## config.mk

```make
export PLATFORM = sky130hd
export DESIGN_NAME = cache_ctrl
export DESIGN_NICKNAME = d
export VERILOG_FILES = /design/src/rtl/cache_ctrl.sv
export SDC_FILE = /design/constraint.sdc
export NUM_CORES = 1
export LEC_CHECK = 0
export CAP_MARGIN = 20
export CORE_AREA = 3 3 372 374
export CTS_BUF_LIST = sky130_fd_sc_hd__clkbuf_8
export CTS_CLUSTER_DIAMETER = 50
export DETAILED_ROUTE_END_ITERATION = 8
export DIE_AREA = 0 0 375 377
export GPL_ROUTABILITY_DRIVEN = 0
export SYNTH_ARGS = -nofsm -noshare
export SYNTH_HDL_FRONTEND = slang
export SYNTH_SLANG_ARGS = --single-unit
```

## constraint.sdc

```tcl
create_clock -name clk_i -period 6.7 [get_ports clk_i]
set_input_delay 1.34 -clock clk_i [delete_from_list [all_inputs] [get_ports clk_i]]
set_output_delay 1.34 -clock clk_i [all_outputs]
set_load 0.02 [all_outputs]
```

## src/rtl/cache_ctrl.sv

```systemverilog
// cache_ctrl: direct-mapped, read-only instruction/fetch cache controller.
// 16 lines x 32 bytes; tag RAM and valid bits held internally, the line
// data lives in an external array addressed by data_req_index_o.
// Optional macro CACHE_STATS_EN adds hit_cnt_o / miss_cnt_o counters.
module cache_ctrl #(
    parameter int unsigned ADDR_W = 64
) (
    input  logic              clk_i,
    input  logic              rst_i,
    input  logic              cpu_req_i,
    input  logic [ADDR_W-1:0] cpu_addr_i,
    output logic              cpu_ready_o,
    output logic [63:0]       cpu_data_o,
    output logic              mem_req_o,
    output logic [ADDR_W-1:0] mem_addr_o,
    input  logic              mem_ack_i,
    input  logic [255:0]      mem_rdata_i,
    output logic [3:0]        data_req_index_o,
    output logic              data_req_we_o,
    output logic [255:0]      data_write_o,
    input  logic [255:0]      data_read_i
`ifdef CACHE_STATS_EN
    ,
    output logic [31:0]       hit_cnt_o,
    output logic [31:0]       miss_cnt_o
`endif
);

    localparam int unsigned TAG_W = ADDR_W - 9;

    typedef enum logic [1:0] {
        IDLE,
        REFILL,
        FILL
    } state_t;

    state_t              r_state;
    state_t              w_next;
    logic [TAG_W-1:0]    r_tag [16];
    logic [15:0]         r_valid;
    logic [255:0]        r_line;
    logic [ADDR_W-1:0]   r_mem_addr;

    logic [3:0]          w_idx;
    logic [TAG_W-1:0]    w_tag;
    logic [1:0]          w_off;
    logic                w_hit;
    logic                w_unused;

    assign w_idx    = cpu_addr_i[8:5];
    assign w_tag    = cpu_addr_i[ADDR_W-1:9];
    assign w_off    = cpu_addr_i[4:3];
    assign w_hit    = r_valid[w_idx] && (r_tag[w_idx] == w_tag);
    assign w_unused = ^cpu_addr_i[2:0];

    assign data_req_index_o = w_idx;
    assign data_write_o     = r_line;
    assign mem_addr_o       = r_mem_addr;

    // State register
    always_ff @(posedge clk_i) begin
        if (rst_i) begin
            r_state <= IDLE;
        end else begin
            r_state <= w_next;
        end
    end

    // Next state and outputs; outputs are held quiet while reset is asserted
    always_comb begin
        w_next        = r_state;
        cpu_ready_o   = 1'b0;
        cpu_data_o    = data_read_i[{w_off, 6'b0} +: 64];
        mem_req_o     = 1'b0;
        data_req_we_o = 1'b0;
        unique case (r_state)
            IDLE: begin
                if (cpu_req_i) begin
                    if (w_hit) begin
                        cpu_ready_o = !rst_i;
                    end else begin
                        w_next = REFILL;
                    end
                end
            end
            REFILL: begin
                mem_req_o = !rst_i;
                if (mem_ack_i) begin
                    w_next = FILL;
                end
            end
            FILL: begin
                data_req_we_o = !rst_i;
                cpu_ready_o   = cpu_req_i && !rst_i;
                cpu_data_o    = r_line[{w_off, 6'b0} +: 64];
                w_next        = IDLE;
            end
            default: w_next = IDLE;
        endcase
    end

    // Refill address capture, line buffer and tag/valid update
    always_ff @(posedge clk_i) begin
        if (rst_i) begin
            r_valid    <= '0;
            r_line     <= '0;
            r_mem_addr <= '0;
        end else begin
            if (r_state == IDLE && cpu_req_i && !w_hit) begin
                r_mem_addr <= {w_tag, w_idx, 5'b0};
            end
            if (r_state == REFILL && mem_ack_i) begin
                r_line <= mem_rdata_i;
            end
            if (r_state == FILL) begin
                r_tag[w_idx]   <= w_tag;
                r_valid[w_idx] <= 1'b1;
            end
        end
    end

`ifdef CACHE_STATS_EN
    logic [31:0] r_hit_cnt;
    logic [31:0] r_miss_cnt;

    assign hit_cnt_o  = r_hit_cnt;
    assign miss_cnt_o = r_miss_cnt;

    // Hit / miss statistics, wrapping at 2^32
    always_ff @(posedge clk_i) begin
        if (rst_i) begin
            r_hit_cnt  <= '0;
            r_miss_cnt <= '0;
        end else if (r_state == IDLE && cpu_req_i) begin
            if (w_hit) begin
                r_hit_cnt <= r_hit_cnt + 32'd1;
            end else begin
                r_miss_cnt <= r_miss_cnt + 32'd1;
            end
        end
    end
`endif

endmodule

```

; Word-level counts from Yosys, hierarchy flattened
; Memory sizes are Yosys's and may differ from the RTL's.
; Index checks and enable logic that the tools add are counted.
[word_totals]
ff_bits = 333
latchBits = 0
ram_bits = 880
rom_bits = 0
inputBits = 580
output_inout_bits = 391
wordCells = 43
memories = 1
[classes]
addsub = 0
mul = 0
n_div = 0
order_cmp = 2
eq_ne = 6
n_shift = 2
muxes = 17
n_bitwise = 1
reduce_logical = 10
[mem_list]
columns = name, words, word_bits, read_ports, rd_clocked_by_memory_dff, write_ports, line
row1 = r_tag, 16, 55, 1, 0, 1, 39  ; logic [TAG_W-1:0] r_tag [16];
[ops]
columns = cell, count
row1 = variable part select 256 x 9 -> 64 bit, 2
row2 = 2-to-1 mux 64 bit, 1
row3 = equality test 55 bit, 1
row4 = bitwise OR 16 bit, 1
row5 = 2-to-1 mux 1 bit, 9
row6 = logical AND 1 bit, 6
row7 = 2-to-1 mux 2 bit, 3
row8 = "inequality test 2 bit, second input constant", 3
row9 = "less-than comparator 4 x 5 -> 1 bit, second input constant", 1
row10 = binary-select mux 1 bit (select 4 bit), 1
row11 = demux 1 bit (select 4 bit), 1
row12 = "greater-or-equal comparator 4 x 1 -> 1 bit, second input constant", 1
row13 = case mux 2 bit (2 select lines), 1
row14 = AND reduction 3 bit, 1
row15 = "equality test 2 x 1 -> 1 bit, second input constant", 1
row16 = "equality test 2 bit, second input constant", 1
row17 = zero test 1 bit, 2
row18 = zero test 2 bit, 1
row19 = case mux 1 bit (2 select lines), 1

; Logic depth before layout (Yosys ltp)
; Gate-level depths: netlist of the first run.
[logic_depth]
word_depth = 6
depth_mapped = 16
depth_no_buf = 9

; Worst setup path after synthesis of the first run
; No wires, ideal clock.
[synth_path]
path_type = input -> output
startpoint = input port cpu_addr_i[6]
endpoint = output port cpu_ready_o
t_arrival_ps = 4030
t_required_ps = 5360
slack_ps = 1330
stages = 13
path_buffers = 5
cell_sequence = buf_6 -> buf_6 -> buf_6 -> buf_4 -> buf_2 -> mux4_2 -> nand3_1 -> o221ai_1 -> o32ai_1 -> o2111ai_1 -> nor4b_2 -> a21oi_1 -> nor3_1
[synth_between]
elab_chain_cells = 6
word_cells_on_any_way = 8
cone_classes = 1 x eq/ne / 5 x mux / 1 x reduce/logical / 1 x memory
[synth_lines]
columns = item, line
row1 = from (decl), 11  ; input logic [ADDR_W-1:0] cpu_addr_i,
row2 = memory read (16 x 55 bit) or binary-select mux 1 bit (select 4 bit) (tied branches), -
row3 = equality test 55 bit or 2-to-1 mux 1 bit (tied branches), 53  ; assign w_hit = r_valid[w_idx] && (r_tag[w_idx] == w_tag);
row4 = logical AND 1 bit (*), 53
row5 = 2-to-1 mux 1 bit (*), 79  ; if (w_hit) begin
row6 = 2-to-1 mux 1 bit (*), 78  ; if (cpu_req_i) begin
row7 = case mux 1 bit (2 select lines) (*), 76  ; unique case (r_state)
row8 = to (decl), 12  ; output logic cpu_ready_o,
; Every way passes the cells marked *; elsewhere a longest branch is shown, timed or not. The select of a mux whose other input is x is not followed.

; Worst setup path after layout of the first run
; Ends and elaborated chain as after synthesis.

==> flow_metrics.py, run 1 <==
metrics = {
    "status": {
        "status": "complete, no violations",
    },
    "pwr": {
        "vdd_ir_drop_max_mv": 0.180,
        "powerDensity_nw_per_um2": 254,
        "p_leak_nw": 23.0,
    },
    "worst_setup_path": {
        "crit_path_max_incr_delay_ns": 0.47,
        "crit_chain": "buf_8 > buf_12 > buf_12 > buf_4 > mux2i_1 > o22ai_1 > nor4_1 > o221ai_1 > nor4_1 > o22ai_1 > nor4b_2 > buf_4 > a21oi_1 > nor3_1 > buf_4 > buf_12",
        "path_max_fanout": 25,
        "worstSetupPathType": "input pin to primary output",
        "worstPathRequired_ns": 5.36,
        "start_kind": "input pin",
        "endpoint_kind": "primary output",
        "crit_arrival_ns": 5.22,
        "slowest_stage": "nor4_1",
    },
    "floorplanning": {
        "io_pins": 971,
        "die_x_um": 375,
        "dieArea_um2": 141000,
        "fp.coreArea_um2": 135000,
        "rows": 135,
        "die_h_um": 377,
        "initial_utilization_pct": 37.7,
    },
    "global_routing": {
        "grt_usage_pct": 35.6,
        "grt_pass1_wl_um": 332000,
        "grt_max_degree": 181,
        "grt_pass1_vias": 35179,
        "antenna_found_initial": 80,
        "grt_overflow": 0,
    },
    "clock_tree": {
        "cts_buffers": 202,
        "cts_max_level": 4,
        "clk_latency_ns": 0.94,
        "cts.repair.resized": 0,
        "cts.hold.buffers_added": 0,
        "path_clk_slew_ns": 0.06,
        "clock-sinks": 1213,
        "postCtsSetupBuffers": 0,
        "cts_max_path_buffers": 3,
        "clockRootBuffer": "clkbuf_8",
        "cts_tree": "done",
    },
    "synth": {
        "yosysWarnings": 0,
        "ys_seq_area_share_pct": 64.8,
        "yosysTopAreaCell": "edfxtp_1",
        "syn_area_per_cell_um2": 15.0,
        "synth-seq-cells": 1213,
        "synthCells": 3405,
        "synthesis.area_um2": 51100,
        "async_flop_share_pct": 0,
        "synth_ff_type": "edfxtp_1",
        "ys_types": 66,
        "synth_edf_count": 880,
        "yosysTopAreaCellShare_pct": 51.7,
        "synth_top_cells_by_area": "edfxtp_1, dfxtp_1, mux4_2",
    },
    "timing": {
        "slew_headroom_pct": 23.9,
        "fin_tns_setup_ns": 0,
        "hold_violations": 0,
        "finalMaxSlewViolations": 0,
        "max_freq_mhz": 152,
        "setup_viol": 0,
        "post-route-period-util_pct": 97.9,
        "worst_slew_pin_slew_ns": 1.14,
        "fin_worst_skew_ns": 0.0603,
        "grt_setup_unrepaired": "no",
        "min_period_ns": 6.56,
    },
    "hold_path": {
        "min_path_type": "flop to flop",
    },
    "layout": {
        "syn_to_final_growth_pct": 33.0,
        "fillers": 11860,
        "final_core_util_pct": 50.2,
        "multiInputGateArea_um2": 16800,
        "layout_commonest_cell": "clkdlybuf4s50_1",
        "nets": 5087,
        "fin_area_um2": 67900,
        "drive_gt1_share_pct": 19.1,
        "layout_common_cells": "clkdlybuf4s50_1, edfxtp_1, nand2_1",
        "seqCellArea_um2": 33100,
    },
    "drt": {
        "vias_per_cell": 5.75,
        "totalWireLength_um": 257000,
        "drt_first_iter_violations": 5075,
        "ant_nets": 0,
        "dr.pass1.iters": 6,
        "num_vias": 37397,
        "drc": 0,
        "wl_per_cell_um": 39.4,
    },
    "run": {
        "cap_viol_max_count": 0,
    },
    "placed_design": {
        "port_buffers": 962,
        "dp_hpwl_um": 184000,
        "postPlaceCellArea_um2": 63600,
    },
}
cell usage after synthesis (38+ instances only):
cell type	number
inv_1	38
dfxtp_1	333
nor2_1	38
nand2_1	561
mux2i_1	240
mux2_2	86
nand2b_1	126
a22oi_1	49
clkbuf_1	128
a21oi_1	274
mux4_2	294
edfxtp_1	880
report_power, final:
group	internal (mW)	total [mW]	switching, mW
logic	0.988	2.14	1.16
registers	8.13	8.31	0.183
clock network	3.57	6.81	3.24
kinds of logic (layout without fill, tap and decap cells):
| kind of cell | after synthesis | count (layout) | share of synthesized area (%) |
|---|---|---|---|
| AOI/OAI and AO/OA | 456 | 456 | 5.36 |
| DFF | 1213 | 1213 | 64.8 |
| other | 1 | 47 | 0.00734 |
| and+or+nand+nor | 785 | 785 | 6.69 |
| buffers and inverters | 279 | 1556 | 2.70 |
| xor gates and xnor gates | 51 | 51 | 0.875 |
| muxes | 620 | 620 | 19.6 |
stage by stage:
step           hold WS, ns  power (mW)  setup WS [ns]  cells
2_1_floorplan        0.449        9.26           1.33   3409
3_3_place_gp         0.456        10.5          0.177   6083
3_5_place_dp         0.460        10.5          0.207   6084
4_1_cts              0.470        17.3          0.180   6467
5_1_grt              0.487        17.8         0.0830   6491
6_report             0.470        17.3          0.139   6509
worst max-delay path: cells and delay by family:
| family | cells | cell delay (ns) |
|---|---|---|
| buffers and inverters | 7 | 1.48 |
| AO/OA/AOI/OAI | 4 | 0.59 |
| AND/OR/NAND/NOR | 4 | 1.55 |
| multiplexers | 1 | 0.19 |
flip-flops by register name (all words and copies together) (netlist names):
register,count
mem_addr_o,59
r_valid,16
r_state,2
data_write_o,256
r_tag,880
layer usage:
layer / vias up / GRT usage, % / part of all wire [%]
met5: - / 0.789 / 0.15
met4: 24 / 22.3 / 6.6
met3: 517 / 15.2 / 12
met2: 2349 / 52.2 / 44
met1: 19241 / 43.3 / 37
li1: 15266 / - / -
worst paths after layout:
kind,cells past startpoint,endpoint,slack (ns),startpoint
worst min-delay path,2,r_valid[14],0.47,r_valid[14]
worst max register to register,5,r_tag[12][52],2.46,r_state[1]
worst max-delay path,16,cpu_ready_o,0.14,cpu_addr_i[6]
worst min register to register,2,r_valid[14],0.47,r_valid[14]
cell type report:
class                   count  share of cell area, %
well taps                1781                   3.28
repair buffers           1133                   16.7
clock inverters           141                   1.34
multi-input cells        1917                   24.7
clock buffers             242                   4.91
flip-flops and latches   1213                   48.7
diodes                     42                  0.155
inverters                  40                  0.221
Power figures use the tool's default switching activity.
==> inputs of run 2 (changes only) <==
--- a/config.mk
+++ b/config.mk
@@ -5,12 +5,12 @@
 export SDC_FILE = /design/constraint.sdc
 export NUM_CORES = 1
 export LEC_CHECK = 0
-export CAP_MARGIN = 20
-export CORE_AREA = 3 3 372 374
+export CAP_MARGIN = 5
+export CORE_MARGIN = 3
+export CORE_UTILIZATION = 35
 export CTS_BUF_LIST = sky130_fd_sc_hd__clkbuf_8
 export CTS_CLUSTER_DIAMETER = 50
 export DETAILED_ROUTE_END_ITERATION = 8
-export DIE_AREA = 0 0 375 377
 export GPL_ROUTABILITY_DRIVEN = 0
 export SYNTH_ARGS = -nofsm -noshare
 export SYNTH_HDL_FRONTEND = slang
==> run 2 against run 1 <==
Compared with the run above: critical path depth is 3 lower; combinational power hardly changed; count of clock-buffer cells in the layout is 19 lower; maximum frequency is 5.9% higher; die area is 6.5% higher; final cell count is 1.7% higher; via count is 0.70% lower; global-route usage is 2.6 points lower; power is 2.6% lower; critical endpoint unchanged.
==> flow_metrics.py, run 2 (same netlist as run 1, synthesis figures left out) <==
metrics = {
    "floorplanning": {
        "initial_utilization_pct": 35.4,
        "die_x_um": 388,
        "rows": 139,
        "io_pins": 971,
        "dieArea_um2": 151000,
        "fp.coreArea_um2": 144000,
        "die_h_um": 388,
    },
    "timing": {
        "grt_setup_unrepaired": "no",
        "fin_worst_skew_ns": 0.0915,
        "whs_ns": 0.472,
        "post-route-period-util_pct": 92.5,
        "slew_headroom_pct": 18.8,
        "worst_slew_pin_slew_ns": 1.22,
        "hold_violations": 0,
        "fin_tns_setup_ns": 0,
        "min_period_ns": 6.20,
        "setup_viol": 0,
        "finalMaxSlewViolations": 0,
        "max_freq_mhz": 161,
    },
    "worst_setup_path": {
        "crit_arrival_ns": 4.86,
        "start_kind": "input pin",
        "crit_chain": "buf_4 > mux4_2 > and2_1 > a311oi_1 > nor2_1 > nor4_1 > buf_4 > o21ai_0 > nor4b_2 > a21oi_1 > nor3_1 > buf_4 > buf_12",
        "crit_top_cell": "buf_4",
        "path_buf_inv": 4,
        "crit_path_max_incr_delay_ns": 0.58,
        "slowest_stage": "mux4_2",
        "path_max_fanout": 24,
        "crit_family": "simple AND/OR/NAND/NOR gates",
        "worstPathRequired_ns": 5.36,
        "endpoint_kind": "primary output",
        "worstSetupPathType": "input pin to primary output",
    },
    "drt": {
        "num_vias": 37137,
        "ant_nets": 0,
        "wl_per_cell_um": 38.3,
        "drt_first_iter_violations": 4722,
        "drc": 0,
        "vias_per_cell": 5.61,
        "totalWireLength_um": 254000,
        "dr.pass1.iters": 6,
    },
    "pwr": {
        "p_leak_nw": 23.0,
        "vdd_ir_drop_max_mv": 0.164,
        "total_power_mw": 16.8,
        "powerDensity_nw_per_um2": 249,
    },
    "layout": {
        "syn_to_final_growth_pct": 32.4,
        "largest_reg_flops": 880,
        "finalNonFillerCells": 6618,
        "layout_common_cells": "clkdlybuf4s50_1, edfxtp_1, nand2_1",
        "drive_gt1_share_pct": 18.4,
        "largest-register": "r_tag",
        "fin_area_um2": 67600,
        "layout_commonest_cell": "clkdlybuf4s50_1",
        "nets": 5088,
    },
    "clock_tree": {
        "cts_tree": "done",
        "cts.hold.buffers_added": 0,
        "cts.repair.resized": 0,
        "clock-sinks": 1213,
        "postCtsSetupBuffers": 0,
        "clockRootBuffer": "clkbuf_8",
        "cts_buffers": 204,
        "path_clk_slew_ns": 0.06,
        "clk_latency_ns": 0.95,
        "cts_max_path_buffers": 3,
        "cts_max_level": 4,
    },
    "placed_design": {
        "postPlaceCellArea_um2": 63600,
        "port_buffers": 962,
        "dp_hpwl_um": 186000,
        "placed_cells": 6205,
    },
    "global_routing": {
        "grt_pass1_vias": 34820,
        "antenna_found_initial": 79,
        "grt_pass1_wl_um": 329000,
        "grt_overflow": 0,
        "grt_max_degree": 185,
        "grt_usage_pct": 33.0,
    },
    "hold_path": {
        "min_path_type": "flop to flop",
    },
    "status": {
        "status": "complete, no violations",
    },
    "run": {
        "cap_viol_max_count": 0,
    },
}
-- run 2: cell types whose count changed in the layout (fill, tap and decap cells not counted), moves of 3 or more --
cell	before	now
buf_4	142	147
clkinv_2	43	30
buf_12	31	26
diode_2	42	31
clkbuf_8	243	224
bufinv_16	6	3
inv_1	79	114
-- run 2: cell type report --
type                    count  area (um2)
diodes                     31        77.6
clock buffers             223        3070
clock inverters           159         878
fillers                 12927       76500
inverters                  40         150
multi-input cells        1917       16800
flip-flops and latches   1213       33100
well taps                1903        2380
repair buffers           1132       11200
-- run 2: worst register-to-register path, cell delays in order (launching register included) --
cell      delay (ns)
dfxtp_1         0.64
nand2b_4        0.51
buf_12          0.51
nor2_1          0.62
nand2_1         0.54
nor2_4          0.96
buf_4           0.45
-- run 2: report_power, final --
| part | internal (mW) | total (mW) | leakage (nW) | switching (mW) |
|---|---|---|---|---|
| sequential | 8.13 | 8.31 | 10.6 | 0.188 |
| combinational | 0.980 | 2.11 | 10.0 | 1.13 |
| clock | 3.22 | 6.39 | 2.32 | 3.16 |
| total | 12.3 | 16.8 | 23.0 | 4.49 |
-- run 2: worst paths after layout --
path | startpoint | endpoint | depth (start not counted) | slack [ns]
min | mem_addr_o[45] | mem_addr_o[45] | 2 | 0.47
max reg2reg | r_state[1] | r_tag[0][24] | 6 | 2.16
max | cpu_addr_i[5] | cpu_ready_o | 13 | 0.50
min reg2reg | mem_addr_o[45] | mem_addr_o[45] | 2 | 0.47
-- run 2: per-layer routing --
layer,track usage [%],share of wire [%],routed length [um]
met3,13.6,11,28600
met4,19.6,6.6,16800
met1,39.5,37,93500
met2,49.7,45,114000
met5,2.55,0.26,659
-- run 2: per-stage QoR --
stage               utilization, %  worst slack, ns
floorplan                        -             1.33
global placement              44.1            0.510
detailed placement            44.1            0.518
CTS                           46.9            0.513
global route                  46.9            0.272
finish                        46.9            0.504
